$ cat config.mk
export PLATFORM = sky130hd
export DESIGN_NAME = oflow_core_pe_result_arbiter_flat
export DESIGN_NICKNAME = d
export VERILOG_FILES = /design/src/rtl/oflow_core_pe_result_arbiter_if.sv /design/src/rtl/oflow_core_pe_result_arbiter.sv /design/src/flat_wrapper.sv
export SDC_FILE = /design/constraint.sdc
export NUM_CORES = 1
export LEC_CHECK = 0
export ABC_AREA = 1
export BUFFER_PORTS_ARGS = -buffer_cell sky130_fd_sc_hd__buf_2
export CORE_AREA = 2 2 353 355
export DETAILED_ROUTE_END_ITERATION = 6
export DIE_AREA = 0 0 355 357
export GPL_ROUTABILITY_DRIVEN = 1
export GPL_TIMING_DRIVEN = 0
export PLACE_DENSITY_LB_ADDON = 0.1
export SLEW_MARGIN = 20
export SYNTH_ARGS = -nofsm -noshare
export SYNTH_HDL_FRONTEND = slang
export SYNTH_SLANG_ARGS = --single-unit
$ cat constraint.sdc
create_clock -name clk -period 5.8 [get_ports clk]
set_clock_uncertainty 0.05 [all_clocks]
set_input_delay 0.87 -clock clk [delete_from_list [all_inputs] [get_ports clk]]
set_output_delay 0.87 -clock clk [all_outputs]
set_load 0.05 [all_outputs]
$ cat src/rtl/oflow_core_pe_result_arbiter_if.sv
// PE result collection and result-memory write bundle.
// The arbiter takes the master side, the PE array and memory the slave side.
interface oflow_core_pe_result_arbiter_if #(
  parameter int PE_NUM = 24,
  parameter int DATA_W = 32,
  parameter int ADDR_W = 10
);
  logic [PE_NUM-1:0]        result_valid_i;
  logic [PE_NUM*DATA_W-1:0] result_data_i;
  logic [PE_NUM-1:0]        result_ack_i;
  logic                     wr_ready;
  logic                     wr_en;
  logic [ADDR_W-1:0]        wr_addr;
  logic [DATA_W-1:0]        wr_data;

  modport master (
    input  result_valid_i,
    input  result_data_i,
    input  wr_ready,
    output result_ack_i,
    output wr_en,
    output wr_addr,
    output wr_data
  );

  modport slave (
    output result_valid_i,
    output result_data_i,
    output wr_ready,
    input  result_ack_i,
    input  wr_en,
    input  wr_addr,
    input  wr_data
  );
endinterface

$ cat src/rtl/oflow_core_pe_result_arbiter.sv
// Round-robin drain of per-PE results into one result-memory write port.
// Each active PE is written once per set at base_addr + PE index.
module oflow_core_pe_result_arbiter #(
  parameter int PE_NUM = 24,
  parameter int DATA_W = 32,
  parameter int ADDR_W = 10,
  parameter int IDX_W  = 5
) (
  input  logic                clk,
  input  logic                reset_N,
  input  logic                start_set,
  input  logic [PE_NUM-1:0]   active_mask,
  input  logic [ADDR_W-1:0]   base_addr,
  oflow_core_pe_result_arbiter_if.master rif,
  output logic                busy,
  output logic                drain_done,
  output logic [IDX_W:0]      served_cnt,
  output logic                err_overrun
);

  typedef enum logic [1:0] {
    idle_st,
    drain_st,
    done_st
  } state_t;

  state_t              state;
  logic [PE_NUM-1:0]   mask_q;
  logic [PE_NUM-1:0]   served;
  logic [ADDR_W-1:0]   base_q;
  logic [IDX_W-1:0]    rr_ptr;

  logic [PE_NUM-1:0]   pending;
  logic [PE_NUM-1:0]   eligible;
  logic [PE_NUM-1:0]   gnt_oh;
  logic [IDX_W-1:0]    gnt_idx;
  logic [IDX_W-1:0]    cand;
  logic                gnt_v;
  logic                last_gnt;
  logic [IDX_W-1:0]    rr_next;

  assign pending  = mask_q & ~served;
  assign eligible = pending & rif.result_valid_i;

  // First eligible PE at or above rr_ptr, wrapping past PE_NUM-1.
  always_comb begin
    gnt_v   = 1'b0;
    gnt_idx = '0;
    cand    = '0;
    if (state == drain_st && rif.wr_ready) begin
      for (int i = 0; i < PE_NUM; i++) begin
        if (int'(rr_ptr) + i >= PE_NUM)
          cand = IDX_W'(int'(rr_ptr) + i - PE_NUM);
        else
          cand = IDX_W'(int'(rr_ptr) + i);
        if (!gnt_v && eligible[cand]) begin
          gnt_v   = 1'b1;
          gnt_idx = cand;
        end
      end
    end
  end

  assign gnt_oh   = gnt_v ? (PE_NUM'(1) << gnt_idx) : '0;
  assign last_gnt = gnt_v && ((pending & ~gnt_oh) == '0);
  assign rr_next  = (gnt_idx == IDX_W'(PE_NUM-1)) ? '0
                  : gnt_idx + IDX_W'(1);

  assign rif.result_ack_i = gnt_oh;
  assign err_overrun      = start_set & busy;

  always_ff @(posedge clk or negedge reset_N) begin
    if (!reset_N) begin
      state       <= idle_st;
      mask_q      <= '0;
      served      <= '0;
      base_q      <= '0;
      rr_ptr      <= '0;
      served_cnt  <= '0;
      busy        <= 1'b0;
      drain_done  <= 1'b0;
      rif.wr_en   <= 1'b0;
      rif.wr_addr <= '0;
      rif.wr_data <= '0;
    end else begin
      rif.wr_en  <= 1'b0;
      drain_done <= 1'b0;
      unique case (state)
        idle_st: begin
          if (start_set) begin
            mask_q     <= active_mask;
            base_q     <= base_addr;
            served     <= '0;
            served_cnt <= '0;
            rr_ptr     <= '0;
            busy       <= 1'b1;
            if (active_mask == '0) begin
              state      <= done_st;
              drain_done <= 1'b1;
            end else begin
              state <= drain_st;
            end
          end
        end
        drain_st: begin
          if (gnt_v) begin
            served      <= served | gnt_oh;
            served_cnt  <= served_cnt + (IDX_W+1)'(1);
            rr_ptr      <= rr_next;
            rif.wr_en   <= 1'b1;
            rif.wr_addr <= base_q + ADDR_W'(gnt_idx);
            rif.wr_data <= rif.result_data_i[gnt_idx*DATA_W +: DATA_W];
            if (last_gnt) begin
              state      <= done_st;
              drain_done <= 1'b1;
            end
          end
        end
        done_st: begin
          state <= idle_st;
          busy  <= 1'b0;
        end
        default: state <= idle_st;
      endcase
    end
  end

endmodule

$ cat src/flat_wrapper.sv
// flat-port wrapper written by rule: the top's interface ports become plain ports
module oflow_core_pe_result_arbiter_flat 
#(
  parameter int PE_NUM = 24,
  parameter int DATA_W = 32,
  parameter int ADDR_W = 10,
  parameter int IDX_W  = 5
)
  (clk, reset_N, start_set, active_mask, base_addr, busy, drain_done, served_cnt, err_overrun, rif_result_valid_i, rif_result_data_i, rif_wr_ready, rif_result_ack_i, rif_wr_en, rif_wr_addr, rif_wr_data);
  oflow_core_pe_result_arbiter_if #(.PE_NUM(PE_NUM), .DATA_W(DATA_W), .ADDR_W(ADDR_W)) rif_i ();
  input  logic clk;
  input  logic reset_N;
  input  logic start_set;
  input  logic [PE_NUM-1:0] active_mask;
  input  logic [ADDR_W-1:0] base_addr;
  output logic busy;
  output logic drain_done;
  output logic [IDX_W:0] served_cnt;
  output logic err_overrun;
  input wire logic [$bits(rif_i.result_valid_i)-1:0] rif_result_valid_i;
  input wire logic [$bits(rif_i.result_data_i)-1:0] rif_result_data_i;
  input wire logic [$bits(rif_i.wr_ready)-1:0] rif_wr_ready;
  output wire logic [$bits(rif_i.result_ack_i)-1:0] rif_result_ack_i;
  output wire logic [$bits(rif_i.wr_en)-1:0] rif_wr_en;
  output wire logic [$bits(rif_i.wr_addr)-1:0] rif_wr_addr;
  output wire logic [$bits(rif_i.wr_data)-1:0] rif_wr_data;
  assign rif_i.result_valid_i = rif_result_valid_i;
  assign rif_i.result_data_i = rif_result_data_i;
  assign rif_i.wr_ready = rif_wr_ready;
  assign rif_result_ack_i = rif_i.result_ack_i;
  assign rif_wr_en = rif_i.wr_en;
  assign rif_wr_addr = rif_i.wr_addr;
  assign rif_wr_data = rif_i.wr_data;
  oflow_core_pe_result_arbiter #(.PE_NUM(PE_NUM), .DATA_W(DATA_W), .ADDR_W(ADDR_W), .IDX_W(IDX_W)) u_core (.clk(clk), .reset_N(reset_N), .start_set(start_set), .active_mask(active_mask), .base_addr(base_addr), .rif(rif_i), .busy(busy), .drain_done(drain_done), .served_cnt(served_cnt), .err_overrun(err_overrun));
endmodule
==> results.toml <==
[outcome]
outcome = "finished with violations"
violations = "setup timing"

[cells_and_area]
finalNetCount = 5497
area_growth_pct = 72.39
fill_cells = 14546
drive_gt1_frac = 0.4180
fin_util = 0.2565

[critical_path]
reg2reg_from = "u_core.rr_ptr[2]"
crit_type = "reg2out"
crit_path_end = "rif_result_ack_i[3]"
crit_fanout = 10
arrival_ns = 6.06
worstSetupEndpointType = "primary output"
rr_worst_depth = 48
cpPeakStageDelay_ns = 0.44
r2r-end = "u_core.rif.wr_addr[5]"
critical_path_required_ns = 4.88
startpoint = "u_core.rr_ptr[2]"
startpoint_type = "flip-flop"
reg2reg_slack_ns = -0.55
crit_top_cell = "nand2_4"
slowest_stage = "dfrtp_2"

[detailed_routing]
vias = 28629
initialDrtViolationCount = 1889
routed_wl_um = 182000
ant_nets = 0
routed-wl-met3_um = 9115
wl_met1_um = 76300
drc = 0
route.met2.wl_um = 89050
wire_per_inst_um = 28.81
viasPerCell = 4.531
dr.pass1.iters = 5
dr.max_layer_used = "met5"

[yosys]
syn_inst = 3528
synth_top_area_frac = 0.3017
synth_largest_area_cell = "nand2_1"
synthAdderAreaFrac = 0.02502
synthTopCellsByArea = "nand2_1 30%, nand3_1 16%, dfrtp_1 16%, nor2_1 7.2%, inv_1 4.2%"
synthMuxAreaShare = 0.0005469
ys_seq_elements = 116
synth_nets = 4394
synth_commonest_cells = "1471 x nand2_1, 601 x nand3_1, 349 x nor2_1"
ys_async_sr_fraction = 1.000
synthFlopType = "dfrtp_1"
ys_warn_count = 0
synth_top_family_by_area = "simple AND/OR/NAND/NOR gates"
synth_edf_count = 0
synth_compound_area_frac = 0.09612
syn_avg_cell_area_um2 = 5.188
synth_simple_gate_area_frac = 0.6020
synth.distinct_cells = 60
yosysMostFrequentCell = "nand2_1"
ys_seq_area_frac = 0.1586
syn_area_um2 = 18300
synth-xor-area-share = 0.01333

[cts]
clkLatencyLatePin_ns = 0.48
cts_sinks = 116
cts_buffer_depth = 2
cts_tree = "done"
cts_buffers = 17
clk_pin_slew_ns = 0.07
htree_levels = 4
clockRootBuffer = "clkbuf_16"

[sta]
setup_violations = 69
final-hold-violation-count = 0
slew_headroom = 0.3403
grt_setup_unrepaired = "yes"
post-route-period-util = 1.203
hold_slack_ns = 0.2859
fin_setup_tns_ns = -39.39
max_slew.worst_pin.slew_ns = 0.9792
fin_ws_ns = -1.177
min_period_ns = 6.977
drv_slew = 0
fmax_ghz = 0.1433

[die]
dieArea_um2 = 126700
die_h_um = 357
coreArea_um2 = 123000
rows = 129
num_io_pins = 906
die_w_um = 355
initial_utilization = 0.1488

[grt]
grt_pass1_vias = 28415
grt_pass1_wl_um = 238300
antenna_found_initial = 78
grt_max_degree = 61
grt-ovfl-total = 0
gr-usage-all-layers = 0.2750

[job]
maxCapViolCount = 0

[placed_design]
gp_congestion = 0.9249
numPortBuffers = 905
dpl.hpwl_um = 156200

[worst_hold_path]
hp-class = "in2async"
## final cells by class
cell class	count	area [um^2]	area share
Inverter	228	991.0	0.03141
Sequential cell	116	2910	0.09224
Buffer	205	2077	0.06583
Clock buffer	20	456.7	0.01447
Timing Repair Buffer	1090	6504	0.2061
Clock inverter	11	127.6	0.004045
Tap cell	1637	2048	0.06492
Antenna cell	38	95.09	0.003014
Multi-Input combinational cell	2973	16340	0.5179
## stage by stage
stage / cell area (um^2) / std cells / worst slack [ns]
2_1_floorplan: 18800 / 3528 / -0.07716
3_3_place_gp: 25370 / 6070 / -2.833
3_5_place_dp: 25420 / 6071 / -2.780
4_1_cts: 29400 / 6221 / -1.199
5_1_grt: 31520 / 6304 / -1.496
6_report: 31550 / 6318 / -1.177
## repair_timing
action                                  CTS  global route
resized for setup                       674           438
buffers inserted                        122            64
gates cloned                              1             5
pin swaps                               104           152
hold buffers                              0             0
endpoints found under the setup margin  105            92
endpoints found under the hold margin     0             0
## cells by family (layout without fill, tap and decap cells)
kind of cell,after synthesis,in the layout
adders and majority gates,36,36
DFF,116,116
xor gates and xnor gates,24,24
buffers and inverters,439,1554
AOI/OAI and AO/OA,320,320
muxes,1,1
other,0,38
and+or+nand+nor,2592,2592
## registers in the layout, summed over array words and instances, names as in the netlist
name                flops
u_core.busy             1
u_core.rif.wr_data     32
u_core.state            2
u_core.drain_done       1
u_core.served_cnt       6
u_core.rif.wr_addr     10
u_core.rif.wr_en        1
u_core.served          24
u_core.rr_ptr           5
u_core.mask_q          24
u_core.base_q          10
## cell usage in the layout (no fill, tap or decap), types with 40 or more instances in the layout
| cell type | count |
|---|---|
| nand2_1 | 1259 |
| buf_2 | 930 |
| nand3_1 | 469 |
| nor2_1 | 266 |
| buf_4 | 183 |
| nand2_2 | 174 |
| inv_1 | 168 |
| dfrtp_1 | 112 |
| nand3_2 | 103 |
| o21ai_1 | 86 |
| o21ai_0 | 77 |
| buf_6 | 52 |
| nor2_4 | 50 |
| a21oi_1 | 48 |
| or2_1 | 48 |
| nand4_1 | 42 |
| buf_12 | 40 |
## worst min path at each step
| stage | startpoint | end | slack (ns) | cells past startpoint |
|---|---|---|---|---|
| after floorplan | u_core.base_q[0] | u_core.base_q[0] | 0.41 | 2 |
| after global placement | u_core.rif.wr_addr[3] | u_core.rif.wr_addr[3] | 0.41 | 2 |
| after detailed placement | u_core.rif.wr_addr[0] | u_core.rif.wr_addr[0] | 0.41 | 2 |
| after CTS | reset_N | u_core.mask_q[1] | 0.29 | 1 |
| after global routing | reset_N | u_core.mask_q[1] | 0.31 | 1 |
| final | reset_N | u_core.mask_q[1] | 0.29 | 1 |
## worst max-delay path: cells and delay by family, from the launching register on
kind,cells,cell delay (ns)
flip-flops,1,0.44
buffers and inverters,12,1.21
adder cells (fa/ha/maj),4,0.64
AO/OA/AOI/OAI,1,0.13
AND/OR/NAND/NOR,26,3.08
## layer usage
metal  vias up  track usage
met5         -            0
met4        46      0.09186
met3       244      0.04357
met2       969       0.4876
met1     13760       0.3367
li1      13610            -
Power is left out: the tool's default activity adds up to more than one toggle a clock period on the data nets, which glitch-free logic cannot reach.
